$ cat src/rtl/regfile_wb_arbiter_if.sv
// Writeback arbiter bus bundle.
// The master side drives the two requesters and watches the register-file write port.
// The slave side is the arbiter.
interface regfile_wb_arbiter_if #(
   parameter int DW = 32,
   parameter int AW = 5
);
   // Requester 0: ALU / execute writeback
   logic          req0_valid;
   logic [AW-1:0] req0_addr;
   logic [DW-1:0] req0_data;
   logic          req0_ready;

   // Requester 1: load / CSR writeback
   logic          req1_valid;
   logic [AW-1:0] req1_addr;
   logic [DW-1:0] req1_data;
   logic          req1_ready;

   // Register-file write port and status
   logic          rf_we;
   logic [AW-1:0] rf_addr;
   logic [DW-1:0] rf_data;
   logic [31:0]   pend_mask;
   logic          starve_hit;

   modport master (
      output req0_valid, req0_addr, req0_data,
      input  req0_ready,
      output req1_valid, req1_addr, req1_data,
      input  req1_ready,
      input  rf_we, rf_addr, rf_data, pend_mask, starve_hit
   );

   modport slave (
      input  req0_valid, req0_addr, req0_data,
      output req0_ready,
      input  req1_valid, req1_addr, req1_data,
      output req1_ready,
      output rf_we, rf_addr, rf_data, pend_mask, starve_hit
   );
endinterface

$ cat src/rtl/regfile_wb_arbiter.sv
// Register-file writeback arbiter.
// Two writeback sources share the single write port. One winner is picked per
// cycle, registered, and presented to the register file one cycle later.
// Writes to x0 complete their handshake but never assert the write enable.
// PRIO_MODE 0 alternates on ties; PRIO_MODE 1 favours req0 but hands the port
// to req1 once it has lost MAX_WAIT cycles in a row.
module regfile_wb_arbiter #(
   parameter int PRIO_MODE = 0,
   parameter int MAX_WAIT  = 4,
   parameter int DW        = 32,
   parameter int AW        = 5
) (
   input  logic                clk,
   input  logic                rst,
   regfile_wb_arbiter_if.slave bus
);
   localparam logic [3:0] MAX_WAIT_C = 4'(MAX_WAIT);

   // Remembers which requester took the most recent grant (for tie alternation).
   typedef enum logic {
      LAST_REQ0 = 1'b0,
      LAST_REQ1 = 1'b1
   } last_grant_e;

   last_grant_e   last_grant_q, last_grant_d;
   logic [3:0]    wait_cnt_q, wait_cnt_d;

   logic          grant0, grant1, any_grant, force1;
   logic [AW-1:0] win_addr;
   logic [DW-1:0] win_data;

   logic          rf_we_d, rf_we_q;
   logic [AW-1:0] rf_addr_q;
   logic [DW-1:0] rf_data_q;
   logic [31:0]   pend_mask_d, pend_mask_q;

   // Pick at most one winner this cycle; a lone requester always wins.
   always_comb begin
      grant0 = 1'b0;
      grant1 = 1'b0;
      force1 = 1'b0;
      if (bus.req0_valid && bus.req1_valid) begin
         if (PRIO_MODE == 0) begin
            grant0 = (last_grant_q == LAST_REQ1);
            grant1 = (last_grant_q == LAST_REQ0);
         end else begin
            force1 = (wait_cnt_q == MAX_WAIT_C);
            grant0 = !force1;
            grant1 = force1;
         end
      end else begin
         grant0 = bus.req0_valid;
         grant1 = bus.req1_valid;
      end
   end

   // Next arbitration state: last winner and req1's consecutive-loss count.
   always_comb begin
      last_grant_d = last_grant_q;
      wait_cnt_d   = 4'd0;
      if (grant1) begin
         last_grant_d = LAST_REQ1;
      end else if (grant0) begin
         last_grant_d = LAST_REQ0;
      end
      if ((PRIO_MODE != 0) && bus.req1_valid && !grant1) begin
         wait_cnt_d = (wait_cnt_q < MAX_WAIT_C) ? (wait_cnt_q + 4'd1) : wait_cnt_q;
      end
   end

   assign any_grant = grant0 | grant1;
   assign win_addr  = grant1 ? bus.req1_addr : bus.req0_addr;
   assign win_data  = grant1 ? bus.req1_data : bus.req0_data;
   // x0 writes are swallowed here so the register file never sees them.
   assign rf_we_d   = any_grant && (win_addr != '0);

   // One-hot pending bit for the register about to be written.
   genvar gi;
   generate
      for (gi = 0; gi < 32; gi++) begin : g_pend
         assign pend_mask_d[gi] = rf_we_d && (32'(win_addr) == 32'(gi));
      end
   endgenerate

   // Arbitration state register.
   always_ff @(posedge clk or negedge rst) begin
      if (!rst) begin
         last_grant_q <= LAST_REQ1;
         wait_cnt_q   <= 4'd0;
      end else begin
         last_grant_q <= last_grant_d;
         wait_cnt_q   <= wait_cnt_d;
      end
   end

   // Output stage: capture the winner; address/data hold when nobody is granted.
   always_ff @(posedge clk or negedge rst) begin
      if (!rst) begin
         rf_we_q     <= 1'b0;
         rf_addr_q   <= '0;
         rf_data_q   <= '0;
         pend_mask_q <= '0;
      end else begin
         rf_we_q     <= rf_we_d;
         pend_mask_q <= pend_mask_d;
         if (any_grant) begin
            rf_addr_q <= win_addr;
            rf_data_q <= win_data;
         end
      end
   end

   assign bus.req0_ready = grant0;
   assign bus.req1_ready = grant1;
   assign bus.starve_hit = force1;
   assign bus.rf_we      = rf_we_q;
   assign bus.rf_addr    = rf_addr_q;
   assign bus.rf_data    = rf_data_q;
   assign bus.pend_mask  = pend_mask_q;
endmodule

$ cat src/flat_wrapper.sv
// flat-port wrapper written by rule: the top's interface ports become plain ports
module regfile_wb_arbiter_flat 
#(
   parameter int PRIO_MODE = 0,
   parameter int MAX_WAIT  = 4,
   parameter int DW        = 32,
   parameter int AW        = 5
)
  (clk, rst, bus_req0_valid, bus_req0_addr, bus_req0_data, bus_req0_ready, bus_req1_valid, bus_req1_addr, bus_req1_data, bus_req1_ready, bus_rf_we, bus_rf_addr, bus_rf_data, bus_pend_mask, bus_starve_hit);
  regfile_wb_arbiter_if #(.DW(DW), .AW(AW)) bus_i ();
  input  logic clk;
  input  logic rst;
  input wire logic [$bits(bus_i.req0_valid)-1:0] bus_req0_valid;
  input wire logic [$bits(bus_i.req0_addr)-1:0] bus_req0_addr;
  input wire logic [$bits(bus_i.req0_data)-1:0] bus_req0_data;
  output wire logic [$bits(bus_i.req0_ready)-1:0] bus_req0_ready;
  input wire logic [$bits(bus_i.req1_valid)-1:0] bus_req1_valid;
  input wire logic [$bits(bus_i.req1_addr)-1:0] bus_req1_addr;
  input wire logic [$bits(bus_i.req1_data)-1:0] bus_req1_data;
  output wire logic [$bits(bus_i.req1_ready)-1:0] bus_req1_ready;
  output wire logic [$bits(bus_i.rf_we)-1:0] bus_rf_we;
  output wire logic [$bits(bus_i.rf_addr)-1:0] bus_rf_addr;
  output wire logic [$bits(bus_i.rf_data)-1:0] bus_rf_data;
  output wire logic [$bits(bus_i.pend_mask)-1:0] bus_pend_mask;
  output wire logic [$bits(bus_i.starve_hit)-1:0] bus_starve_hit;
  assign bus_i.req0_valid = bus_req0_valid;
  assign bus_i.req0_addr = bus_req0_addr;
  assign bus_i.req0_data = bus_req0_data;
  assign bus_req0_ready = bus_i.req0_ready;
  assign bus_i.req1_valid = bus_req1_valid;
  assign bus_i.req1_addr = bus_req1_addr;
  assign bus_i.req1_data = bus_req1_data;
  assign bus_req1_ready = bus_i.req1_ready;
  assign bus_rf_we = bus_i.rf_we;
  assign bus_rf_addr = bus_i.rf_addr;
  assign bus_rf_data = bus_i.rf_data;
  assign bus_pend_mask = bus_i.pend_mask;
  assign bus_starve_hit = bus_i.starve_hit;
  regfile_wb_arbiter #(.PRIO_MODE(PRIO_MODE), .MAX_WAIT(MAX_WAIT), .DW(DW), .AW(AW)) u_core (.clk(clk), .rst(rst), .bus(bus_i));
endmodule
$ cat config.mk
export PLATFORM = sky130hd
export DESIGN_NAME = regfile_wb_arbiter_flat
export DESIGN_NICKNAME = d
export VERILOG_FILES = /design/src/rtl/regfile_wb_arbiter_if.sv /design/src/rtl/regfile_wb_arbiter.sv /design/src/flat_wrapper.sv
export SDC_FILE = /design/constraint.sdc
export NUM_CORES = 1
export LEC_CHECK = 0
export ABC_AREA = 1
export CAP_MARGIN = 20
export CORE_ASPECT_RATIO = 0.7
export CORE_MARGIN = 2
export CORE_UTILIZATION = 42
export CTS_BUF_LIST = sky130_fd_sc_hd__clkbuf_4
export DETAILED_ROUTE_END_ITERATION = 12
export PLACE_DENSITY = 0.82
export SLEW_MARGIN = 20
export SYNTH_ARGS = -nofsm -noshare
export SYNTH_HDL_FRONTEND = slang
export SYNTH_SLANG_ARGS = --single-unit
$ cat constraint.sdc
create_clock -name clk -period 2 [get_ports clk]
set_clock_uncertainty 0.1 [all_clocks]
set_input_delay 0.2 -clock clk [delete_from_list [all_inputs] [get_ports clk]]
set_output_delay 0.2 -clock clk [all_outputs]
set_load 0.03 [all_outputs]
==> results of run 1 <==
[logic make-up (layout without fill, tap and decap cells)]
family / count (synthesis) / in the layout / share of synthesized area (%)
and+or+nand+nor: 235 / 235 / 36.08
DFF: 71 / 71 / 56.84
buffers and inverters: 31 / 189 / 5.400
AOI/OAI and AO/OA: 7 / 7 / 1.560
other: 1 / 2 / 0.1199
[cell usage after synthesis (all sizes together)]
library cell	n	share of area, %
a21boi	1	0.24
buf	10	2.9
clkbuf	11	1.3
conb	1	0.12
dfrtp	70	56
dfstp	1	0.84
inv	10	1.2
nand2	107	15
nand3	85	14
nand3b	2	0.48
nor2	40	7.0
o21ai	6	1.3
or2	1	0.20
[registers in the layout, summed over array words and instances (netlist names)]
name and cells:
u_core.bus.pend_mask 32, u_core.bus.rf_data 32, u_core.bus.rf_addr 5, u_core.bus.rf_we 1, u_core.last_grant_q 1
[worst paths after layout]
kind	slack [ns]	depth (start not counted)	start	to
worst max-delay path	0.09	5	u_core.last_grant_q$_DFFE_PN1P_	bus_req1_ready
worst min-delay path	0.21	2	rst	u_core.bus.rf_addr[4]$_DFFE_PN0P_
worst max register to register	0.18	8	u_core.last_grant_q$_DFFE_PN1P_	u_core.bus.pend_mask[31]$_DFF_PN0_
worst min register to register	0.41	2	u_core.bus.rf_addr[2]$_DFFE_PN0P_	u_core.bus.rf_addr[2]$_DFFE_PN0P_
max in group asynchronous	1.03	3	rst	u_core.bus.rf_data[28]$_DFFE_PN0P_
min in group clk	0.21	3	bus_req1_data[10]	u_core.bus.rf_data[10]$_DFFE_PN0P_
[critical path, stage by stage (launching register included)]
cell,delay (ns)
dfstp_2,0.60
nand2_8,0.09
nand2_8,0.08
inv_1,0.06
buf_12,0.16
buf_6,0.15
[final cells by class]
type / count / area share (%)
clock buffers: 9 / 1.376
clock inverters: 7 / 1.478
inverters: 10 / 0.7647
multi-input cells: 244 / 24.19
flip-flops and latches: 71 / 36.22
well taps: 98 / 2.498
repair buffers: 163 / 33.47
[through the flow]
step           utilization, %  setup WS, ns
6_report                67.66       0.09071
5_1_grt                 67.66      0.007831
4_1_cts                 67.61       0.03986
3_5_place_dp            65.44       0.04774
3_3_place_gp            65.44       0.09600
2_1_floorplan               -        0.3780
[per-layer routing]
metal  global-route usage (%)  up-vias  wire (um)
met4                    7.013        0        142
met1                    30.24     1382       4004
met2                    36.08      137       4367
met3                    8.041       13        643
li1                         -     1416          -
met5                        0        -          0
[where the power goes]
group / leakage [nW] / total [mW] / switching (mW) / internal [mW]
combinational: 1.19 / 1.04 / 0.591 / 0.448
sequential: 0.912 / 1.60 / 0.0591 / 1.54
clock: 0.0739 / 0.928 / 0.546 / 0.382
[timing repair]
item,in CTS,in global routing
setup endpoints to repair,1,2
setup buffers,1,0
resized for setup,0,2
hold buffers,1,0
hold endpoints to repair,19,0
pin swaps,1,0
==> results.json, run 1 <==
{
  "outcome": "finished clean",
  "synthDistinctLibCells": 21,
  "final_hold_viol_count": 0,
  "drt-total-wl_mm": 9.157,
  "worstPathArrival_ns": 1.61,
  "hp-class": "in2async",
  "fin_cells": 602,
  "numCtsBuffers": 9,
  "core_area_sq_um": 7254,
  "regArea_sq_um": 1778,
  "antenna_cells": 0,
  "wl_per_cell_um": 15.21,
  "drt_iter0_markers": 144,
  "tns_ns": 0,
  "multi_input_area_sq_um": 1187,
  "rsz0062_at_grt": "no",
  "start_kind": "register",
  "most-common-layout-cells": "clkdlybuf4s50_1, nand2_1, nand3_1",
  "area_growth_pct": 56.92,
  "place_congestion": 0.8890,
  "cts_sinks": 71,
  "min_period_ns": 1.909,
  "grt_pass1_vias": 2935,
  "netlist_instances": 345,
  "ir_worst_vdd_v": 0.0003564,
  "htree_levels": 3,
  "row_count": 26,
  "clock.fmax_mhz": 523.8,
  "num_vias": 2948,
  "antenna_left": 0,
  "power.density_nw_per_um2": 727.5,
  "grt_max_degree": 34,
  "dp.cells": 584,
  "min_period_over_period_pct": 95.46,
  "p_leak_nw": 2.176,
  "die_x_um": 107.1,
  "slew_headroom_pct": 59.21,
  "portBuffers": 149,
  "fin_hold_ws_ns": 0.2079,
  "insertion_delay_ns": 0.44,
  "final_net_count": 577,
  "drc": 0,
  "via_per_inst": 4.897,
  "layout-drive-gt1-share_pct": 12.10,
  "final_common_cell": "clkdlybuf4s50_1",
  "finalPower_mw": 3.571,
  "grt_pass1_wl_mm": 14.51,
  "tightest_slew_ns": 0.6119,
  "syn_area_per_cell_sq_um": 9.067,
  "synth.cell_area_sq_um": 3128,
  "fillers": 557,
  "ios": 151,
  "maxCapViolations": 0,
  "dpl_cell_area_sq_um": 4747,
  "yosys_warnings": 0,
  "dieArea_sq_um": 8165,
  "worstPathRequired_ns": 1.70,
  "cp_max_fo": 33,
  "clk_pin_slew_worst_paths_ns": 0.12,
  "hpwl_mm": 6.674,
  "cts_tree": "built",
  "fin_area_sq_um": 4908,
  "clockRootBuffer": "clkbuf_4",
  "critPathCaptureType": "output pin",
  "initial_core_util_pct": 43.12,
  "drtPass1Iterations": 5,
  "setup_viol_count_final": 0,
  "critical_path_class": "reg2out",
  "ys_ff_latch": 71,
  "grt_overflow_total": 0,
  "ys_seq_area_share_pct": 56.84,
  "ctsLongestPathBuffers": 2,
  "slew_violations": 0,
  "die_y_um": 76.21,
  "grtUsageTotal_pct": 23.05,
  "antenna_found_initial": 0
}
No activity file was read; power rests on OpenSTA's default activity.
==> run 2: changes to the inputs <==
--- a/config.mk
+++ b/config.mk
@@ -8,12 +8,11 @@
 export ABC_AREA = 1
 export CAP_MARGIN = 20
 export CORE_ASPECT_RATIO = 0.7
-export CORE_MARGIN = 2
 export CORE_UTILIZATION = 42
 export CTS_BUF_LIST = sky130_fd_sc_hd__clkbuf_4
 export DETAILED_ROUTE_END_ITERATION = 12
 export PLACE_DENSITY = 0.82
-export SLEW_MARGIN = 20
+export SLEW_MARGIN = 10
 export SYNTH_ARGS = -nofsm -noshare
 export SYNTH_HDL_FRONTEND = slang
 export SYNTH_SLANG_ARGS = --single-unit
==> run 2 against run 1 <==
  * Die area down 4.4%
  * Sequential power about the same
  * Cell area up 0.23%
  * Worst hold slack better by 0.015 ns
  * Global-route usage up 0.44 points
  * Fmax up 1.1%
  * First-iteration DRC count down 24%
  * Largest cell class unchanged
==> results.json, run 2 (synthesized netlist as in run 1, its figures left out) <==
{
  "outcome": "finished clean",
  "numCtsBuffers": 9,
  "htree_levels": 3,
  "r2r_slack_ns": 0.38,
  "area_growth_pct": 57.28,
  "worstPathArrival_ns": 1.59,
  "clock.fmax_mhz": 529.4,
  "critPathCaptureType": "output pin",
  "dieArea_sq_um": 7802,
  "most-common-layout-cells": "clkdlybuf4s50_1, nand2_1, nand3_1",
  "worstPathRequired_ns": 1.70,
  "drt_iter0_markers": 109,
  "p_leak_nw": 2.189,
  "antenna_cells": 0,
  "antenna_left": 0,
  "drt-total-wl_mm": 8.752,
  "final_common_cell": "clkdlybuf4s50_1",
  "ir_worst_vdd_v": 0.0003926,
  "p_sw_mw": 1.152,
  "via_per_inst": 4.903,
  "drtPass1Iterations": 4,
  "min_period_over_period_pct": 94.45,
  "place_congestion": 0.8111,
  "cts_tree": "built",
  "portBuffers": 149,
  "grt_max_degree": 72,
  "initial_core_util_pct": 44.84,
  "grtUsageTotal_pct": 23.49,
  "hp-class": "in2async",
  "p_int_mw": 2.530,
  "cts_sinks": 71,
  "ctsLongestPathBuffers": 2,
  "slew_violations": 0,
  "dp.cells": 581,
  "final_net_count": 577,
  "dpl_cell_area_sq_um": 4745,
  "grt_pass1_wl_mm": 13.88,
  "p_seq_share_pct": 43.7,
  "clk_pin_slew_worst_paths_ns": 0.11,
  "final_hold_viol_count": 0,
  "num_vias": 2932,
  "ios": 151,
  "setup_viol_count_final": 0,
  "min_period_ns": 1.889,
  "die_y_um": 74.21,
  "die_x_um": 105.1,
  "hpwl_mm": 6.493,
  "place_ws_ns": -0.01201,
  "start_kind": "register",
  "switching_share_pct": 31.29,
  "cp_max_fo": 2,
  "rsz0062_at_grt": "no",
  "insertion_delay_ns": 0.41,
  "maxCapViolations": 0,
  "fin_cells": 598,
  "antenna_found_initial": 0,
  "row_count": 25,
  "wl_per_cell_um": 14.64,
  "clockRootBuffer": "clkbuf_4",
  "fin_hold_ws_ns": 0.2225,
  "core_area_sq_um": 6975,
  "layout-drive-gt1-share_pct": 12.30,
  "power.density_nw_per_um2": 748.5,
  "grt_overflow_total": 0,
  "drc": 0,
  "grt_pass1_vias": 2880,
  "fillers": 532,
  "critical_path_class": "reg2out",
  "fin_area_sq_um": 4920,
  "comb_power_share_pct": 28.0,
  "setup_slack_ns": 0.1110,
  "power_frac_clock_pct": 28.3
}
==> run 2: metal layers <==
metal | GRT usage [%] | part of all wire, % | vias up
met2 | 39.07 | 47 | 118
met3 | 8.501 | 7.8 | 14
met5 | 0 | 0 | -
li1 | - | - | 1413
met1 | 28.81 | 43 | 1387
met4 | 8.607 | 1.5 | 0
==> run 2: what timing repair did <==
item / 4_1_cts / 5_1_grt
hold buffers: 1 / 0
buffers inserted: 0 / 0
resized for setup: 0 / 0
endpoints found under the hold margin: 71 / 0
==> run 2: layout make-up <==
class                      count  area (sq um)  area share [%]
clock inverter                 5         82.58           1.679
clock buffer                  11         82.58           1.679
multi-input combinational    244          1192           24.24
inverter                      10         37.54          0.7630
sequential                    71          1778           36.14
timing repair buffer         163          1629           33.11
tap                           94         117.6           2.391
==> run 2: worst paths after layout <==
check,endpoint,cells after the start,start
max in group asynchronous,u_core.last_grant_q$_DFFE_PN1P_,3,rst
worst min register to register,u_core.bus.rf_addr[4]$_DFFE_PN0P_,2,u_core.bus.rf_addr[4]$_DFFE_PN0P_
worst max register to register,u_core.bus.pend_mask[5]$_DFF_PN0_,6,u_core.last_grant_q$_DFFE_PN1P_
worst max-delay path,bus_req0_ready,3,u_core.last_grant_q$_DFFE_PN1P_
worst min-delay path,u_core.bus.pend_mask[31]$_DFF_PN0_,3,rst
min in group clk,u_core.bus.rf_data[16]$_DFFE_PN0P_,3,bus_req1_data[16]
==> run 2: critical path, stage by stage (launching register included) <==
cell,delay (ns)
dfstp_2,0.60
inv_1,0.06
a21boi_0,0.34
buf_12,0.18
==> run 2: per-stage QoR <==
stage / utilization, % / power [mW] / setup TNS, ns
after floorplan: - / 2.157 / 0
after global placement: 68.02 / 2.653 / 0
after detailed placement: 68.02 / 2.670 / -0.01201
after CTS: 70.53 / 3.711 / 0
after global routing: 70.53 / 3.836 / 0
final: 70.53 / 3.683 / 0
==> run 2: power by group through the flow <==
stage	registers (mW)	clock network, mW	logic, mW
6_report	1.61	1.04	1.03
3_3_place_gp	1.63	0	1.02
2_1_floorplan	1.85	0	0.311
5_1_grt	1.62	1.11	1.10
4_1_cts	1.61	1.06	1.04
3_5_place_dp	1.63	0	1.04
